`src/rtl/rd_code_pack.sv`:
```
// rd_code_pack
//   Packs the serial radial-difference comparison bits from RD_calc into
//   NBITS-wide descriptor codes and presents each completed code on a
//   valid/ready output register. The first bit of a code becomes its MSB.
//
//   Optional feature macro: RD_PACK_ROTMIN_EN
//     defined   : each completed code is replaced by its minimum circular
//                 rotation (sequential search, NBITS+1 cycle latency)
//     undefined : code_o is the raw packed code, 1-cycle latency
//
//   Ports
//     clk      in   clock, rising edge
//     rst_n    in   asynchronous active-low reset
//     bit_i    in   comparison bit, valid when done_i is high
//     done_i   in   bit strobe
//     clr_i    in   synchronous clear of partial code and overflow flag
//     ready_i  in   downstream accepts code_o when valid_o && ready_i
//     code_o   out  packed (or rotation-minimised) code
//     valid_o  out  code_o holds an unconsumed code
//     ovf_o    out  sticky: a completed code was dropped
//
//   Rotation FSM (RD_PACK_ROTMIN_EN only)
//     state | meaning
//     IDLE  | waiting for a completed code
//     ROT   | rotating the captured code, tracking the minimum (NBITS-1 cycles)
//     EMIT  | waiting for the output register to be free, then load minimum

module rd_code_pack #(
    parameter int NBITS = 8
) (
    input  logic             clk,
    input  logic             rst_n,
    input  logic             bit_i,
    input  logic             done_i,
    input  logic             clr_i,
    input  logic             ready_i,
    output logic [NBITS-1:0] code_o,
    output logic             valid_o,
    output logic             ovf_o
);

    localparam int CW = $clog2(NBITS);
    localparam logic [CW-1:0] CNT_LAST = CW'(NBITS - 1);

    logic [NBITS-2:0] shift_q, shift_d;
    logic [CW-1:0]    cnt_q, cnt_d;
    logic [NBITS-1:0] code_q, code_d;
    logic             valid_q, valid_d;
    logic             ovf_q, ovf_d;

    logic             complete;
    logic [NBITS-1:0] code_new;
    logic             load;
    logic             drop;
    logic [NBITS-1:0] load_code;

    // Bit packing; clr_i suppresses the strobe so a clear always wins
    // over a completing bit.
    always_comb begin
        complete = done_i && !clr_i && (cnt_q == CNT_LAST);
        code_new = {shift_q, bit_i};
        shift_d  = shift_q;
        cnt_d    = cnt_q;
        if (clr_i) begin
            shift_d = '0;
            cnt_d   = '0;
        end else if (done_i) begin
            shift_d = code_new[NBITS-2:0];
            cnt_d   = complete ? '0 : cnt_q + CW'(1);
        end
    end

`ifdef RD_PACK_ROTMIN_EN
    localparam logic [1:0] ST_IDLE = 2'd0;
    localparam logic [1:0] ST_ROT  = 2'd1;
    localparam logic [1:0] ST_EMIT = 2'd2;
    localparam logic [CW-1:0] K_LAST = CW'(NBITS - 2);

    logic [1:0]       state_q, state_d;
    logic [NBITS-1:0] rot_q, rot_d;
    logic [NBITS-1:0] min_q, min_d;
    logic [CW-1:0]    k_q, k_d;
    logic [NBITS-1:0] rot_next;

    always_comb begin
        rot_next  = {rot_q[NBITS-2:0], rot_q[NBITS-1]};
        state_d   = state_q;
        rot_d     = rot_q;
        min_d     = min_q;
        k_d       = k_q;
        load      = 1'b0;
        load_code = min_q;
        // Only IDLE can accept a new code; anything completing otherwise is lost.
        drop      = complete && (state_q != ST_IDLE);
        case (state_q)
            ST_IDLE: begin
                if (complete) begin
                    rot_d   = code_new;
                    min_d   = code_new;
                    k_d     = '0;
                    state_d = ST_ROT;
                end
            end
            ST_ROT: begin
                rot_d = rot_next;
                if (rot_next < min_q) begin
                    min_d = rot_next;
                end
                k_d = k_q + CW'(1);
                if (k_q == K_LAST) begin
                    state_d = ST_EMIT;
                end
            end
            ST_EMIT: begin
                if (!valid_q || ready_i) begin
                    load    = 1'b1;
                    state_d = ST_IDLE;
                end
            end
            default: state_d = ST_IDLE;
        endcase
    end

    always_ff @(posedge clk or negedge rst_n) begin
        if (!rst_n) begin
            state_q <= ST_IDLE;
            rot_q   <= '0;
            min_q   <= '0;
            k_q     <= '0;
        end else begin
            state_q <= state_d;
            rot_q   <= rot_d;
            min_q   <= min_d;
            k_q     <= k_d;
        end
    end
`else
    always_comb begin
        load      = complete && (!valid_q || ready_i);
        drop      = complete && !load;
        load_code = code_new;
    end
`endif

    // Output register: a load wins over a handshake, so valid_o stays high
    // with no bubble when both happen together.
    always_comb begin
        code_d  = code_q;
        valid_d = valid_q;
        if (load) begin
            code_d  = load_code;
            valid_d = 1'b1;
        end else if (valid_q && ready_i) begin
            valid_d = 1'b0;
        end
        ovf_d = ovf_q;
        if (clr_i) begin
            ovf_d = 1'b0;
        end else if (drop) begin
            ovf_d = 1'b1;
        end
    end

    always_ff @(posedge clk or negedge rst_n) begin
        if (!rst_n) begin
            shift_q <= '0;
            cnt_q   <= '0;
            code_q  <= '0;
            valid_q <= 1'b0;
            ovf_q   <= 1'b0;
        end else begin
            shift_q <= shift_d;
            cnt_q   <= cnt_d;
            code_q  <= code_d;
            valid_q <= valid_d;
            ovf_q   <= ovf_d;
        end
    end

    assign code_o  = code_q;
    assign valid_o = valid_q;
    assign ovf_o   = ovf_q;

endmodule

```
`config.mk`:
```
export PLATFORM = sky130hd
export DESIGN_NAME = rd_code_pack
export DESIGN_NICKNAME = d
export VERILOG_FILES = /design/src/rtl/rd_code_pack.sv
export SDC_FILE = /design/constraint.sdc
export NUM_CORES = 1
export LEC_CHECK = 0
export ABC_AREA = 1
export CAP_MARGIN = 5
export CORE_MARGIN = 2
export CORE_UTILIZATION = 52
export CTS_CLUSTER_SIZE = 12
export DETAILED_ROUTE_END_ITERATION = 8
export PLACE_DENSITY = 0.85
export SLEW_MARGIN = 15
export SYNTH_ARGS = -nofsm -noshare
export SYNTH_HDL_FRONTEND = slang
export SYNTH_SLANG_ARGS = --single-unit
```
`constraint.sdc`:
```
create_clock -name clk -period 2.1 [get_ports clk]
set_input_delay 0.42 -clock clk [delete_from_list [all_inputs] [get_ports clk]]
set_output_delay 0.42 -clock clk [all_outputs]
set_load 0.02 [all_outputs]
```
==> summary.txt <==
Outcome: complete, no violations
WHS: 0.450 ns
HPWL after DPL: 1.11 mm
Max rail drop VDD: 0.000380 V
ANT nets after route: 0
Worst Hold Class: input pin to async pin
Quantity of hold-fixing buffers added after cts: 0
Row count: 14
CTS tree: done
Multi-input gate area: 270 µm²
Total power: 0.608 mW
Synth cell types: 13
Number of buffers and inverters on the critical path: 1
Vias in the first global route: 603
Finished Core Util: 67.2%
Crit start category: register
Clk Latency, worst-skew pair: 0.29 ns
Critical Path Max Stage Delay: 0.61 ns
Cells after DPL: 115
Post-route insts no fill: 118
MaxCap Viol Count: 0
Vias per inst: 5.31
Iteration-0 DRC Markers: 9
Reg-to-reg startpoint: cnt_q[1]
Die Area: 1940 µm²
First-pass GRT wire length: 2.47 mm
Flops & latches, synth: 20
Die X-Extent: 44.0 µm
Clock skew: 0.00127 ns
Setup TNS: 0 ns
I/O Buffers: 15
Root buf cell: clkbuf_4
Drt wl/cell: 12.6 µm
Critical Path RT: 1.68 ns
Crit. End Element: output port
Slew @ Worst Pin: 0.345 ns
GRT overflow: 0
Seq/Total Area, Yosys: 60.1%
Die H: 44.0 µm
Slew Limit Fails: 0
Fill cells: 115
Setup CP Type: register to output port
N_diodes: 0
# setup viols final: 0
Final min period: 1.69 ns
Vias: 627
Max-slew headroom: 77.0%
Num CTS Buffers: 3
Synth Area per Inst: 9.69 µm²
Pwr/cell area: 601 nW/µm²
Largest net degree at the start of global routing: 21
Area Overhead vs Synth: 21.5%
Post-Syn Nets: 94
GRT Total Usage: 17.5%
Crit-path cells: clkdlybuf4s50_1
Final Wtd Congestion: 0.754
First-pass DRT Iterations: 7
Crit-path slowest cell: clkdlybuf4s50_1
Clk sinks: 20
Routed wire length: 1.49 mm
CTS H-tree lvls: 1
Ratio of final minimum period to clock period: 80.6%
Final hold vios: 0
Nets: 112
Setup bufs post-CTS: 0
Worst-path clk slew: 0.10 ns
Cell count after synthesis: 86
Worst path top cell family by delay: buffers and inverters
Initial antenna violation count: 0
Initial core utilization: 55.3%
Pleak: 0.498 nW
Detailed-route DRC error count: 0
Ys Warns: 0
Worst Path Arrival: 1.27 ns
Core area: 1510 µm²
Clock Tree Buf Depth: 2
Post-synthesis instance area: 833 µm²
Crit path launch: ovf_o
# IOs: 16
RSZ-0062 raised after global routing: false
Crit Path Max Fanout: 2
FMAX: 591 MHz
Layout cell share with drive strength beyond 1: 6.86%
Flip-flop and latch area: 500 µm²
Post-CTS sizing: 0
## kinds of logic after synthesis
family	count (synthesis)	share of synthesized area, %
and+or+nand+nor	40	22.7
DFF	20	60.1
buffers and inverters	14	7.51
AOI/OAI and AO/OA	10	6.76
adders and majority gates	2	3.00
## power by group
group,internal [mW],switching (mW)
combinational,0.0164,0.0259
sequential,0.391,0.00324
clock,0.0666,0.105
total,0.474,0.135
## final timing paths
check / depth (start not counted) / to / slack [ns]
min in group clk: 2 / code_o[2] / 0.48
hold reg to reg: 2 / code_o[2] / 0.48
hold / removal: 2 / shift_q[6] / 0.45
setup / recovery: 1 / ovf_o / 0.41
max in group asynchronous: 2 / code_o[0] / 1.45
setup reg to reg: 5 / code_o[5] / 0.72
## area by class of cell
| cell class | instances | area share (%) |
|---|---|---|
| Clock buffer | 3 | 2.22 |
| Sequential cell | 20 | 49.4 |
| Multi-Input combinational cell | 52 | 26.7 |
| Inverter | 11 | 4.08 |
| Tap cell | 16 | 1.98 |
| Timing Repair Buffer | 16 | 15.6 |
## cell usage after synthesis
cell     instances  area (µm²)
buf_2            2        10.0
nor2_4           1        11.3
nand3_2          1        10.0
inv_1           10        37.5
nand2_1         26        97.6
o22ai_1          5        31.3
o21ai_0          5        25.0
buf_6            1        11.3
dfrtp_1         20         500
inv_2            1        3.75
nand4_1          8        50.1
ha_1             2        25.0
nand3_1          4        20.0
## layout by cell type (no fill, tap or decap), drive strengths merged
cell and instances:
buf 1, clkbuf 3, clkdlybuf4s50 15, dfrtp 20
ha 2, inv 11, nand2 26, nand3 5
nand4 8, nor2 1, o21ai 5, o22ai 5
## metrics by stage
| step | setup slack, ns | area (µm²) |
|---|---|---|
| floorplan | 0.898 | 833 |
| global placement | 0.445 | 990 |
| detailed placement | 0.382 | 990 |
| CTS | 0.399 | 1010 |
| global route | 0.370 | 1010 |
| finish | 0.408 | 1010 |
## sequential cells by signal, summed over array words and instances, names as in the netlist
register and count:
valid_o 1, shift_q 7, ovf_o 1, code_o 8
cnt_q 3
## routing by layer
metal  wire [µm]  up-vias  track usage, %  share of wire [%]
met4          25        0            9.09                1.7
met2         756       18            29.1                 51
met5           0        -               0                  0
met1         642      288            23.0                 43
met3          65        2            1.22                4.4
li1            -      319               -                  -
Note: power is estimated with default switching activity, not from simulation.
